`src/rtl/branch_predictor.sv`:
```
// Direct-mapped BTB with per-entry direction counters, plus a mispredict counter.
// BP_SATURATING_CTR_EN selects 2-bit hysteresis counters; otherwise 1-bit last-outcome.
`ifndef WORD_SIZE
`define WORD_SIZE 16
`endif

module branch_predictor #(
    parameter int IDX_BITS = 4
) (
    input  logic                  clk,
    input  logic                  reset_n,
    input  logic [`WORD_SIZE-1:0] IF_PC,
    output logic [`WORD_SIZE-1:0] predictedPC,
    output logic                  predictTaken,
    input  logic                  update_valid,
    input  logic [`WORD_SIZE-1:0] update_PC,
    input  logic                  update_taken,
    input  logic [`WORD_SIZE-1:0] update_target,
    input  logic                  update_mispredict,
    output logic [`WORD_SIZE-1:0] mispredict_count
);

    localparam int W       = `WORD_SIZE;
    localparam int TW      = W - IDX_BITS;
    localparam int ENTRIES = 1 << IDX_BITS;
    localparam logic [W-1:0] ONE = 1;

    logic          valid  [ENTRIES];
    logic [TW-1:0] tag    [ENTRIES];
    logic [W-1:0]  target [ENTRIES];
    logic [1:0]    ctr    [ENTRIES];

    logic [IDX_BITS-1:0] l_idx;
    logic [TW-1:0]       l_tag;
    logic                l_hit;

    assign l_idx = IF_PC[IDX_BITS-1:0];
    assign l_tag = IF_PC[W-1:IDX_BITS];
    assign l_hit = valid[l_idx] && (tag[l_idx] == l_tag);

    assign predictTaken = l_hit && ctr[l_idx][1];
    assign predictedPC  = predictTaken ? target[l_idx] : IF_PC + ONE;

    logic [IDX_BITS-1:0] u_idx;
    logic [TW-1:0]       u_tag;
    logic                u_hit;
    logic [1:0]          u_ctr;
    logic [1:0]          cur_ctr;

    assign u_idx   = update_PC[IDX_BITS-1:0];
    assign u_tag   = update_PC[W-1:IDX_BITS];
    assign u_hit   = valid[u_idx] && (tag[u_idx] == u_tag);
    assign cur_ctr = ctr[u_idx];

    always_comb begin
        u_ctr = cur_ctr;
`ifdef BP_SATURATING_CTR_EN
        if (update_taken)
            u_ctr = (cur_ctr == 2'b11) ? 2'b11 : cur_ctr + 2'd1;
        else
            u_ctr = (cur_ctr == 2'b00) ? 2'b00 : cur_ctr - 2'd1;
`else
        u_ctr = {update_taken, 1'b0};
`endif
    end

    always_ff @(posedge clk or negedge reset_n) begin
        if (!reset_n) begin
            for (int i = 0; i < ENTRIES; i++) begin
                valid[i]  <= 1'b0;
                tag[i]    <= '0;
                target[i] <= '0;
                ctr[i]    <= 2'b01;
            end
        end else if (update_valid) begin
            if (u_hit) begin
                ctr[u_idx] <= u_ctr;
                if (update_taken)
                    target[u_idx] <= update_target;
            end else if (update_taken) begin
                // Taken miss evicts whatever aliases into this slot
                valid[u_idx]  <= 1'b1;
                tag[u_idx]    <= u_tag;
                target[u_idx] <= update_target;
                ctr[u_idx]    <= 2'b10;
            end
        end
    end

    always_ff @(posedge clk or negedge reset_n) begin
        if (!reset_n)
            mispredict_count <= '0;
        else if (update_valid && update_mispredict && (mispredict_count != '1))
            mispredict_count <= mispredict_count + ONE;
    end

endmodule
```
`config.mk`:
```
export PLATFORM = sky130hd
export DESIGN_NAME = branch_predictor
export DESIGN_NICKNAME = d
export VERILOG_FILES = /design/src/rtl/branch_predictor.sv
export SDC_FILE = /design/constraint.sdc
export NUM_CORES = 1
export LEC_CHECK = 0
export BUFFER_PORTS_ARGS = -buffer_cell sky130_fd_sc_hd__buf_2
export CAP_MARGIN = 5
export CORE_MARGIN = 3
export CORE_UTILIZATION = 40
export CTS_CLUSTER_SIZE = 20
export DETAILED_ROUTE_END_ITERATION = 7
export HOLD_SLACK_MARGIN = 0.02
export PLACE_DENSITY_LB_ADDON = 0.1
export SLEW_MARGIN = 20
export SYNTH_ARGS = -nofsm -noshare
export SYNTH_HDL_FRONTEND = slang
export SYNTH_SLANG_ARGS = --single-unit
```
`constraint.sdc`:
```
create_clock -name clk -period 6.41 [get_ports clk]
set_input_delay 1.282 -clock clk [delete_from_list [all_inputs] [get_ports clk]]
set_output_delay 1.282 -clock clk [all_outputs]
set_load 0.1 [all_outputs]
```
### Word-level counts from Yosys, hierarchy flattened

Cells that the tools add are included.

| storage, ports and cells | value |
|---|---|
| bits in registers | 512 |
| latch bits | 0 |
| RAM bits | 0 |
| memory bits (read-only) | 0 |
| input bits | 53 |
| output and inout port bits | 33 |
| memories kept | 0 |

| cells by class | value |
|---|---|
| add/subtract/negate cells | 2 |
| $mul | 0 |
| div/mod/pow operators | 0 |
| order comparisons | 3 |
| equal/unequal tests | 3 |
| shift-type cells | 0 |
| muxes and demuxes | 32 |
| bitwise gates (word level) | 7 |
| reductions and logical operators | 10 |

Operator list:

| operator | number |
|---|---|
| 256-bit bitwise mux | 1 |
| 192-bit bitwise mux | 1 |
| 12-bit binary-select mux with 4-bit select | 2 |
| 16-bit binary-select mux with 4-bit select | 1 |
| 16-bit demux with 4-bit select | 1 |
| 16-bit 2-to-1 mux | 4 |
| 32-bit 2-to-1 mux | 2 |
| 12-bit 2-to-1 mux | 5 |
| 12-bit demux with 4-bit select | 1 |
| 16-bit by 1-bit adder with 16-bit output (second input constant) | 2 |
| 32-bit bitwise mux | 1 |
| 16-bit OR | 2 |
| 12-bit equality test | 2 |
| 16-bit bitwise AND | 1 |
| 16-bit inequality test (second input constant) | 1 |
| 16-bit inverter | 1 |
| 5-bit >= comparator (second input constant) | 2 |
| 4-bit inverter with 5-bit output | 2 |
| 1-bit binary-select mux with 4-bit select | 2 |
| 2-bit binary-select mux with 4-bit select | 1 |
| 2-bit demux with 4-bit select | 1 |
| 1-bit logical AND | 6 |
| 2-bit 2-to-1 mux | 3 |
| 5-bit by 1-bit less-than comparator with 1-bit output (second input constant) | 1 |
| other kinds (6) | 11 |

### Depth between registers and ports, before layout

Gate-level depths: netlist of the first run.

| logic depth | value |
|---|---|
| depth after elaboration | 9 |
| depth in mapped cells | 14 |

### Least setup slack after synthesis of the first run

Ideal clock, no wire load.

| timing path | value |
|---|---|
| path kind | input to output |
| start point | input IF_PC[0] |
| end point | output predictedPC[0] |
| data arrival time | 5.087 ns |
| required time | 5.128 ns |
| slack | 0.041 ns |
| cell stages on the path | 11 |
| path buffers | 3 |
| path through | buf_2 -> buf_2 -> mux4_2 -> mux2i_1 -> mux2i_1 -> xnor2_1 -> nand3_1 -> nor4_1 -> nand4_1 -> buf_2 -> mux2i_1 |

| on the way | value |
|---|---|
| cells in the longest elaborated chain, start to end | 8 |
| elaborated cells between the ends (all ways) | 18 |
| classes of those cells | 1 x add/sub; 1 x eq/ne; 13 x mux; 1 x bitwise; 2 x reduce/logical |

RTL lines:

| element | RTL line | RTL |
|---|---|---|
| start: declaration | 12 | `` input logic [`WORD_SIZE-1:0] IF_PC, `` |
| 4-bit inverter with 5-bit output (not written as such) | 39, 41, 42 |  |
| 12-bit binary-select mux with 4-bit select | 39 | `assign l_hit = valid[l_idx] && (tag[l_idx] == l_tag);` |
| 12-bit 2-to-1 mux (not written as such) (2 in a row) | 39 |  |
| 12-bit equality test | 39 |  |
| 1-bit logical AND | 39 |  |
| 1-bit logical AND | 41 | `assign predictTaken = l_hit && ctr[l_idx][1];` |
| 16-bit 2-to-1 mux * | 42 | `assign predictedPC = predictTaken ? target[l_idx] : IF_PC + ONE;` |
| end: declaration | 13 | `` output logic [`WORD_SIZE-1:0] predictedPC, `` |

Every way passes the cells marked *; elsewhere a longest branch is shown, timed or not. The select of a mux whose other input is x is not followed.

### Worst setup path after layout of the first run

| timing path | value |
|---|---|
| start point | input IF_PC[1] |
| end point | output predictedPC[15] |

The elaborated chain is that of the path after synthesis.

==> results of run 1 <==
[report_power, final]
part	internal (mW)	leakage, nW	switching, mW
combinational	1.02	5.08	0.854
sequential	3.74	6.30	0.395
clock	2.10	0.988	1.34
[cell type report]
type / instances / area, um2
Clock inverter: 20 / 307.8
Timing Repair Buffer: 152 / 1114
Fill cell: 5515 / 33170
Inverter: 15 / 56.30
Sequential cell: 496 / 12410
Tap cell: 837 / 1047
Antenna cell: 1 / 2.502
Multi-Input combinational cell: 1005 / 12140
Clock buffer: 84 / 1688
[worst max path at each step]
stage | slack, ns | end
after floorplan | 0.04 | predictedPC[0]
final | 0.55 | predictedPC[15]
after global placement | 0.51 | predictedPC[15]
after detailed placement | 0.52 | tag[97]$_DFFE_PN0P_
after CTS | 0.57 | predictedPC[15]
after global routing | 0.32 | predictedPC[15]
[routing by layer]
layer	track usage (%)	vias to the layer above	part of all wire, %
li1	-	6413	-
met4	5.654	0	2.5
met3	3.822	108	4.8
met2	34.59	357	47
met1	30.64	8172	46
met5	0	-	0
[cell usage after synthesis, drive strengths merged]
cell type and count:
nor4b 1, nor2b 8, clkbuf 72, mux4 181
a2111o 1, nand3 33, o22ai 3, a2111oi 3
o2111ai 1, ha 2, o211ai 3, a211oi 5
xor2 16, or2 17, a22oi 5, o21bai 1
o21ai 12, o221ai 1, nand4 19, a311oi 12
nand2b 5, inv 15, and3 7, nor4 1
nor3 2, o41ai 1, a31oi 8, nor2 34
nand2 41, mux2 466, a2bb2oi 5, buf 67
o22a 13, mux2i 47, xnor2 38, a21oi 8
dfrtp 496, and2 4, and3b 1
[worst max-delay path, stage by stage]
cell and delay, ns:
buf_6 0.33, buf_4 0.25, buf_12 0.36, nand3_1 0.13, nor2_1 0.33, nand2_1 0.09
nor2_1 0.36, nand3_1 0.35, xnor2_1 0.35, mux2_2 0.21, buf_2 0.42
[layout by cell type, fill, tap and decap left out, types with 7 or more instances in the layout]
cell       Yosys  routed
nand4_1       19      19
buf_2         26      78
or2_2         17      17
a21oi_1        8       8
mux4_2       175     175
nor2_2         0      12
a311oi_4       5      12
dfrtp_1      496     496
xor2_1        16      16
clkbuf_16      0      57
xnor2_1       38      38
mux2_2       459     459
buf_12         0      12
bufinv_16      0       7
mux2i_1       47      47
clkbuf_8       1      17
clkinv_2       0      10
o22a_1        13      13
nand3_1       32      32
clkbuf_1      70      11
nor2_1        34      22
buf_4          5      59
mux2_4         7       7
o21ai_0       12      12
nand2_1       41      41
and3_1         7       7
inv_1         14      14
nor2b_1        8       8
[kinds of logic (layout without fill, tap and decap cells)]
| family | after synthesis | count (layout) | share of synthesized area [%] |
|---|---|---|---|
| mux | 694 | 694 | 39.14 |
| flops | 496 | 496 | 49.35 |
| simple gates | 173 | 173 | 3.423 |
| buf+inv | 154 | 271 | 2.980 |
| compound gates | 82 | 82 | 3.124 |
| xor+xnor | 54 | 54 | 1.881 |
| fa+ha+maj | 2 | 2 | 0.09949 |
| other cells | 0 | 1 | 0 |
[sequential cells by signal (all words and copies together), names as in the netlist]
| name | count |
|---|---|
| ctr | 16 |
| valid | 16 |
| target | 256 |
| mispredict_count | 16 |
| tag | 192 |
[per-stage QoR]
stage          utilization, %  cells
3_3_place_gp            43.22   2505
3_5_place_dp            43.22   2505
6_report                46.44   2610
2_1_floorplan               -   1655
5_1_grt                 46.44   2610
4_1_cts                 46.44   2609
==> impl_metrics.json, run 1 <==
{
  "io_pins": 86,
  "gpl_congestion": 0.7876,
  "die-width_um": 256.7,
  "crit-reg2reg-launch": "tag[174]$_DFFE_PN0P_",
  "power.ir.vdd_worst_mv": 0.2495,
  "finalHoldWorstSlack_ns": 0.4867,
  "rr_endpoint": "tag[97]$_DFFE_PN0P_",
  "place_ws_ns": 0.5210,
  "path_class_of_the_lowest_slack_min_delay_path": "flop to flop",
  "clock-sinks": 496,
  "reg2regPathDepth": 9,
  "setup_ws_ns": 0.5504,
  "detail-route-antenna-nets": 0,
  "min_delay_path_depth": 1,
  "initial_core_util_pct": 40.60,
  "cp_data_required_time_ns": 5.13,
  "drc_violation_count_after_routing": 0,
  "grt_setup_unrepaired": "false",
  "postSynthCellCount": 1655,
  "cp.arrival_ns": 4.58,
  "netlist_area_um2": 25150,
  "drt-pass1-iter-count": 4,
  "hold_violation_count_in_the_final_report": 0,
  "hold_path_startpoint": "mispredict_count[10]$_DFFE_PN0P_",
  "worst_setup_path_startpoint": "IF_PC[1]",
  "cts_tree": "yes",
  "yosys_warnings": 0,
  "num_rows": 91,
  "initialDrtViolationCount": 1057,
  "clock_skew_ns": 0.02189,
  "reg2reg_slack_ns": 2.46,
  "finalWorstPathRequiredPeriod_ns": 5.860,
  "buffer_ports.inserted": 85,
  "post_route_cells_drive_above_1_share_pct": 52.82,
  "syn_to_final_growth_pct": 14.39,
  "synth_top_area_cell": "dfrtp_1",
  "max_cap_violations": 0,
  "outcome": "complete, no violations",
  "leakage_power_of_the_design_nw": 12.36,
  "clk_root_buffer_cell": "clkbuf_16",
  "avg_vias_per_cell": 5.766,
  "timing.critical_path.from_type": "input port",
  "design_area_um2": 28770,
  "timing.setup.critical_path_class": "input port to primary output",
  "post_cts_hold_buffer_count": 0,
  "max_clock_freq_mhz": 170.7,
  "die_area_um2": 65920,
  "worst_slew_pin_slew_ns": 1.120,
  "max_slew_margin_pct": 25.36,
  "grt_start_max_net_pins": 120,
  "synth-seq-area-share_pct": 49.35,
  "synth.area.top_cells": "dfrtp_1 49%, mux2_2 21%, mux4_2 16%",
  "core_area_um2": 61940,
  "path_clk_slew_ns": 0.05,
  "yosys_reg_bits": 496,
  "synth_cell_type_count": 54,
  "setup_tns_final_ns": 0,
  "hold_path_sink": "mispredict_count[10]$_DFFE_PN0P_",
  "finalSetupViolCount": 0,
  "cts-root-to-sink-buffers": 3,
  "grt-ovfl-total": 0,
  "crit_fanout": 74,
  "number_of_nets_produced_by_synthesis": 1710,
  "detail_route.wl_per_cell_um": 27.08,
  "power.density_nw_per_um2": 328.7,
  "placement.cell_area_um2": 26770,
  "cts_htree_levels": 2,
  "dp_hpwl_um": 43950,
  "track_usage_pct": 21.62,
  "grt_antenna_before_repair": 2,
  "first_global_vias": 15940,
  "chipHeight_um": 256.7,
  "clkLatencyLatePin_ns": 0.63,
  "routed_wirelength_um": 70690,
  "cts_setup_buffers": 0,
  "synth.top_cell.area_share_pct": 49.35,
  "finalMaxSlewViolations": 0,
  "cts_inserted_buffers": 57,
  "ctsResizeCount": 0,
  "report.power.total_mw": 9.456,
  "finalNetCount": 1782,
  "first_pass_grt_wire_length_um": 106900,
  "cp-end-kind": "primary output",
  "min_period_over_period_pct": 91.41,
  "synth_area_per_cell_um2": 15.20,
  "route.vias.total": 15050
}
Note: power is estimated with default switching activity, not from simulation.
==> run 2: changes to the inputs <==
--- a/config.mk
+++ b/config.mk
@@ -5,6 +5,7 @@
 export SDC_FILE = /design/constraint.sdc
 export NUM_CORES = 1
 export LEC_CHECK = 0
+export ABC_AREA = 1
 export BUFFER_PORTS_ARGS = -buffer_cell sky130_fd_sc_hd__buf_2
 export CAP_MARGIN = 5
 export CORE_MARGIN = 3
==> impl_metrics.json, run 2 <==
{
  "crit-reg2reg-launch": "tag[118]$_DFFE_PN0P_",
  "cp-end-kind": "primary output",
  "cts-root-to-sink-buffers": 3,
  "seq_power_share_pct": 44.3,
  "buffer_ports.inserted": 85,
  "power.ir.vdd_worst_mv": 0.2760,
  "cell_internal_pwr_mw": 6.336,
  "initialDrtViolationCount": 2581,
  "max_cap_violations": 0,
  "critical_path.slowest_cell": "buf_12",
  "die-width_um": 257.9,
  "crit_fanout": 121,
  "clock-sinks": 496,
  "worst_slew_pin_slew_ns": 1.101,
  "finalMaxSlewViolations": 0,
  "route.vias.total": 23310,
  "grt_util_met2_pct": 42.31,
  "layout.cells.most_common_list": "1099 x nand2_1, 725 x o21ai_0, 496 x dfrtp_1, 246 x nor2_1, 174 x inv_1",
  "ys_top_cells_by_count": "1101 x nand2_1, 725 x o21ai_0, 496 x dfrtp_1",
  "first_global_vias": 21720,
  "groute.layer.met3.usage_pct": 3.334,
  "most_frequent_standard_cell_in_the_layout_excluding_fill_and_tap_cells": "nand2_1",
  "synth-async-reset-ratio_pct": 100.0,
  "cp_cell_sequence": "buf_4 > buf_12 > ha_1 > inv_1 > nor2_1 > nand4_1 > nor2_1 > nand2_1 > nor2_1 > nand3_1 > xor2_1 > nand2_1 > o21ai_0 > buf_4 > buf_12",
  "grt_setup_unrepaired": "false",
  "drt-pass1-iter-count": 6,
  "synth_edf_count": 0,
  "path_buf_inv": 5,
  "grt.busiest_layer": "met2",
  "routed_wirelength_um": 87770,
  "largest_register_ff_count": 256,
  "largest_registers": "target x256, tag x192",
  "timing.critical_path.to": "predictedPC[14]",
  "detail-route-antenna-nets": 0,
  "dp_hpwl_um": 53070,
  "reg2reg_slack_ns": 3.53,
  "grt_start_max_net_pins": 171,
  "synth.top_cell.area_share_pct": 48.91,
  "path_class_of_the_lowest_slack_min_delay_path": "flop to flop",
  "path_clk_slew_ns": 0.06,
  "max_clock_freq_mhz": 176.4,
  "finalSetupViolCount": 0,
  "switchingPower_mw": 2.884,
  "post_route_cells_drive_above_1_share_pct": 8.114,
  "fillCellCount": 6295,
  "cp.arrival_ns": 4.39,
  "clk_root_buffer_cell": "clkbuf_16",
  "path_delay_family": "simple AND/OR/NAND/NOR gates",
  "min_period_over_period_pct": 88.43,
  "finalNonFillerCells": 4253,
  "setup_ws_ns": 0.7413,
  "power.share.switching_pct": 31.28,
  "clkLatencyLatePin_ns": 0.65,
  "power.density_nw_per_um2": 321.1,
  "cpMostUsedCell": "nor2_1",
  "chipHeight_um": 257.9,
  "netlist_area_um2": 25380,
  "avg_vias_per_cell": 5.480,
  "gpl_congestion": 0.8592,
  "postSynthCellCount": 3398,
  "setup_tns_final_ns": 0,
  "synth.area.top_cells": "dfrtp_1 49%, nand2_1 16%, o21ai_0 14%",
  "grt-ovfl-total": 0,
  "post-place-cells": 4140,
  "cts_tree": "yes",
  "cts_setup_buffers": 0,
  "number_of_nets_produced_by_synthesis": 3453,
  "syn_to_final_growth_pct": 13.16,
  "ctsResizeCount": 0,
  "largest-register": "target",
  "cp_data_required_time_ns": 5.13,
  "pwr-share-comb_pct": 18.0,
  "clock_skew_ns": 0.02941,
  "track_usage_pct": 25.96,
  "leakage_power_of_the_design_nw": 13.73,
  "num_rows": 91,
  "io_pins": 86,
  "rr_endpoint": "tag[191]$_DFFE_PN0P_",
  "ys.flop_type": "dfrtp_1",
  "synthMostInstantiatedCell": "nand2_1",
  "max_slew_margin_pct": 26.54,
  "worst_setup_path_startpoint": "IF_PC[1]",
  "power.share.clock_pct": 37.7,
  "first_pass_grt_wire_length_um": 134400,
  "die_area_um2": 66500,
  "crit_path_max_incr_delay_ns": 0.46,
  "timing.setup.critical_path_class": "input port to primary output",
  "hold_violation_count_in_the_final_report": 0,
  "post_cts_hold_buffer_count": 0,
  "finalWorstPathRequiredPeriod_ns": 5.669,
  "report.power.total_mw": 9.221,
  "timing.critical_path.from_type": "input port",
  "outcome": "complete, no violations",
  "yosys_warnings": 0,
  "grt_antenna_before_repair": 2,
  "initial_core_util_pct": 40.74,
  "cts_htree_levels": 2,
  "synth_top_area_cell": "dfrtp_1",
  "finalNetCount": 3419,
  "synth_area_per_cell_um2": 7.468,
  "detail_route.wl_per_cell_um": 20.64,
  "core_area_um2": 62280,
  "place_ws_ns": 0.8195,
  "synth_cell_type_count": 38,
  "critical_path_cell_count": 15,
  "cts_inserted_buffers": 58,
  "synth-seq-area-share_pct": 48.91,
  "global_route.usage.met1_pct": 35.89,
  "drc_violation_count_after_routing": 0,
  "reg2regPathDepth": 15,
  "yosys_reg_bits": 496
}
==> run 2: cell count changes in the layout (fill, tap and decap cells not counted), sizes merged, moves of 24 or more <==
cell	change
nand2	+1062
o21ai	+723
mux2	-466
nor2	+219
mux4	-181
inv	+163
nand3	+91
a21oi	+69
mux2i	-47
xnor2	-31
o22ai	+26
o211ai	+24
==> run 2: worst reg2reg max path: stages (launching register included) <==
cell and delay, ns:
dfrtp_1 0.39, nand2_1 0.07, nand2_1 0.06, nand2_1 0.06
nand2_1 0.09, nand2_1 0.10, nand2_1 0.15, o21ai_1 0.16
nand2_1 0.08, nor2_1 0.10, nand2_1 0.16, nor2_4 0.35
nand2_4 0.28, nand3_1 0.14, buf_4 0.35, o21ai_0 0.18
==> run 2: metal layers <==
layer,wire length (um),vias to the layer above
li1,-,11040
met1,38470,11250
met2,40810,858
met3,5596,160
met4,2891,0
met5,0,-
==> run 2: power by group through the flow <==
| stage | Sequential [mW] | Clock (mW) | Combinational, mW |
|---|---|---|---|
| floorplan | 4.12 | 0 | 1.09 |
| global placement | 4.11 | 0 | 1.63 |
| detailed placement | 4.12 | 0 | 1.66 |
| CTS | 4.07 | 3.55 | 1.67 |
| global route | 4.15 | 3.67 | 1.89 |
| finish | 4.09 | 3.47 | 1.66 |
==> run 2: cell families after synthesis <==
family / Yosys count / synth area share, %
buffers and inverters: 426 / 6.888
DFF: 496 / 48.91
adders and majority gates: 2 / 0.09860
xor gates and xnor gates: 31 / 1.070
and+or+nand+nor: 1514 / 23.42
AOI/OAI and AO/OA: 929 / 19.61
==> run 2: cell type report <==
cell class,count,area [um2],share of cell area (%)
Timing Repair Buffer,150,1285,4.475
Sequential cell,496,12410,43.22
Antenna cell,2,5.005,0.01743
Inverter,182,690.7,2.405
Tap cell,837,1047,3.647
Clock inverter,27,334.1,1.163
Multi-Input combinational cell,2476,11240,39.13
Clock buffer,83,1705,5.939
==> run 2: worst min path at each step <==
stage,from,end,slack (ns),depth (start not counted)
after global placement,target[226]$_DFFE_PN0P_,target[226]$_DFFE_PN0P_,0.46,2
after detailed placement,valid[10]$_DFFE_PN0P_,valid[10]$_DFFE_PN0P_,0.47,2
final,target[98]$_DFFE_PN0P_,target[98]$_DFFE_PN0P_,0.48,2
after floorplan,ctr[29]$_DFFE_PN0P_,ctr[29]$_DFFE_PN0P_,0.44,2
after CTS,valid[10]$_DFFE_PN0P_,valid[10]$_DFFE_PN0P_,0.48,2
after global routing,target[87]$_DFFE_PN0P_,target[87]$_DFFE_PN0P_,0.50,2
==> run 2: stage by stage <==
stage | hold slack [ns] | cell area, um2 | utilization [%]
finish | 0.4788 | 28720 | 46.11
CTS | 0.4824 | 28680 | 46.05
floorplan | 0.4414 | 25380 | -
detailed placement | 0.4675 | 26640 | 42.78
global route | 0.4957 | 28720 | 46.11
global placement | 0.4610 | 26640 | 42.78
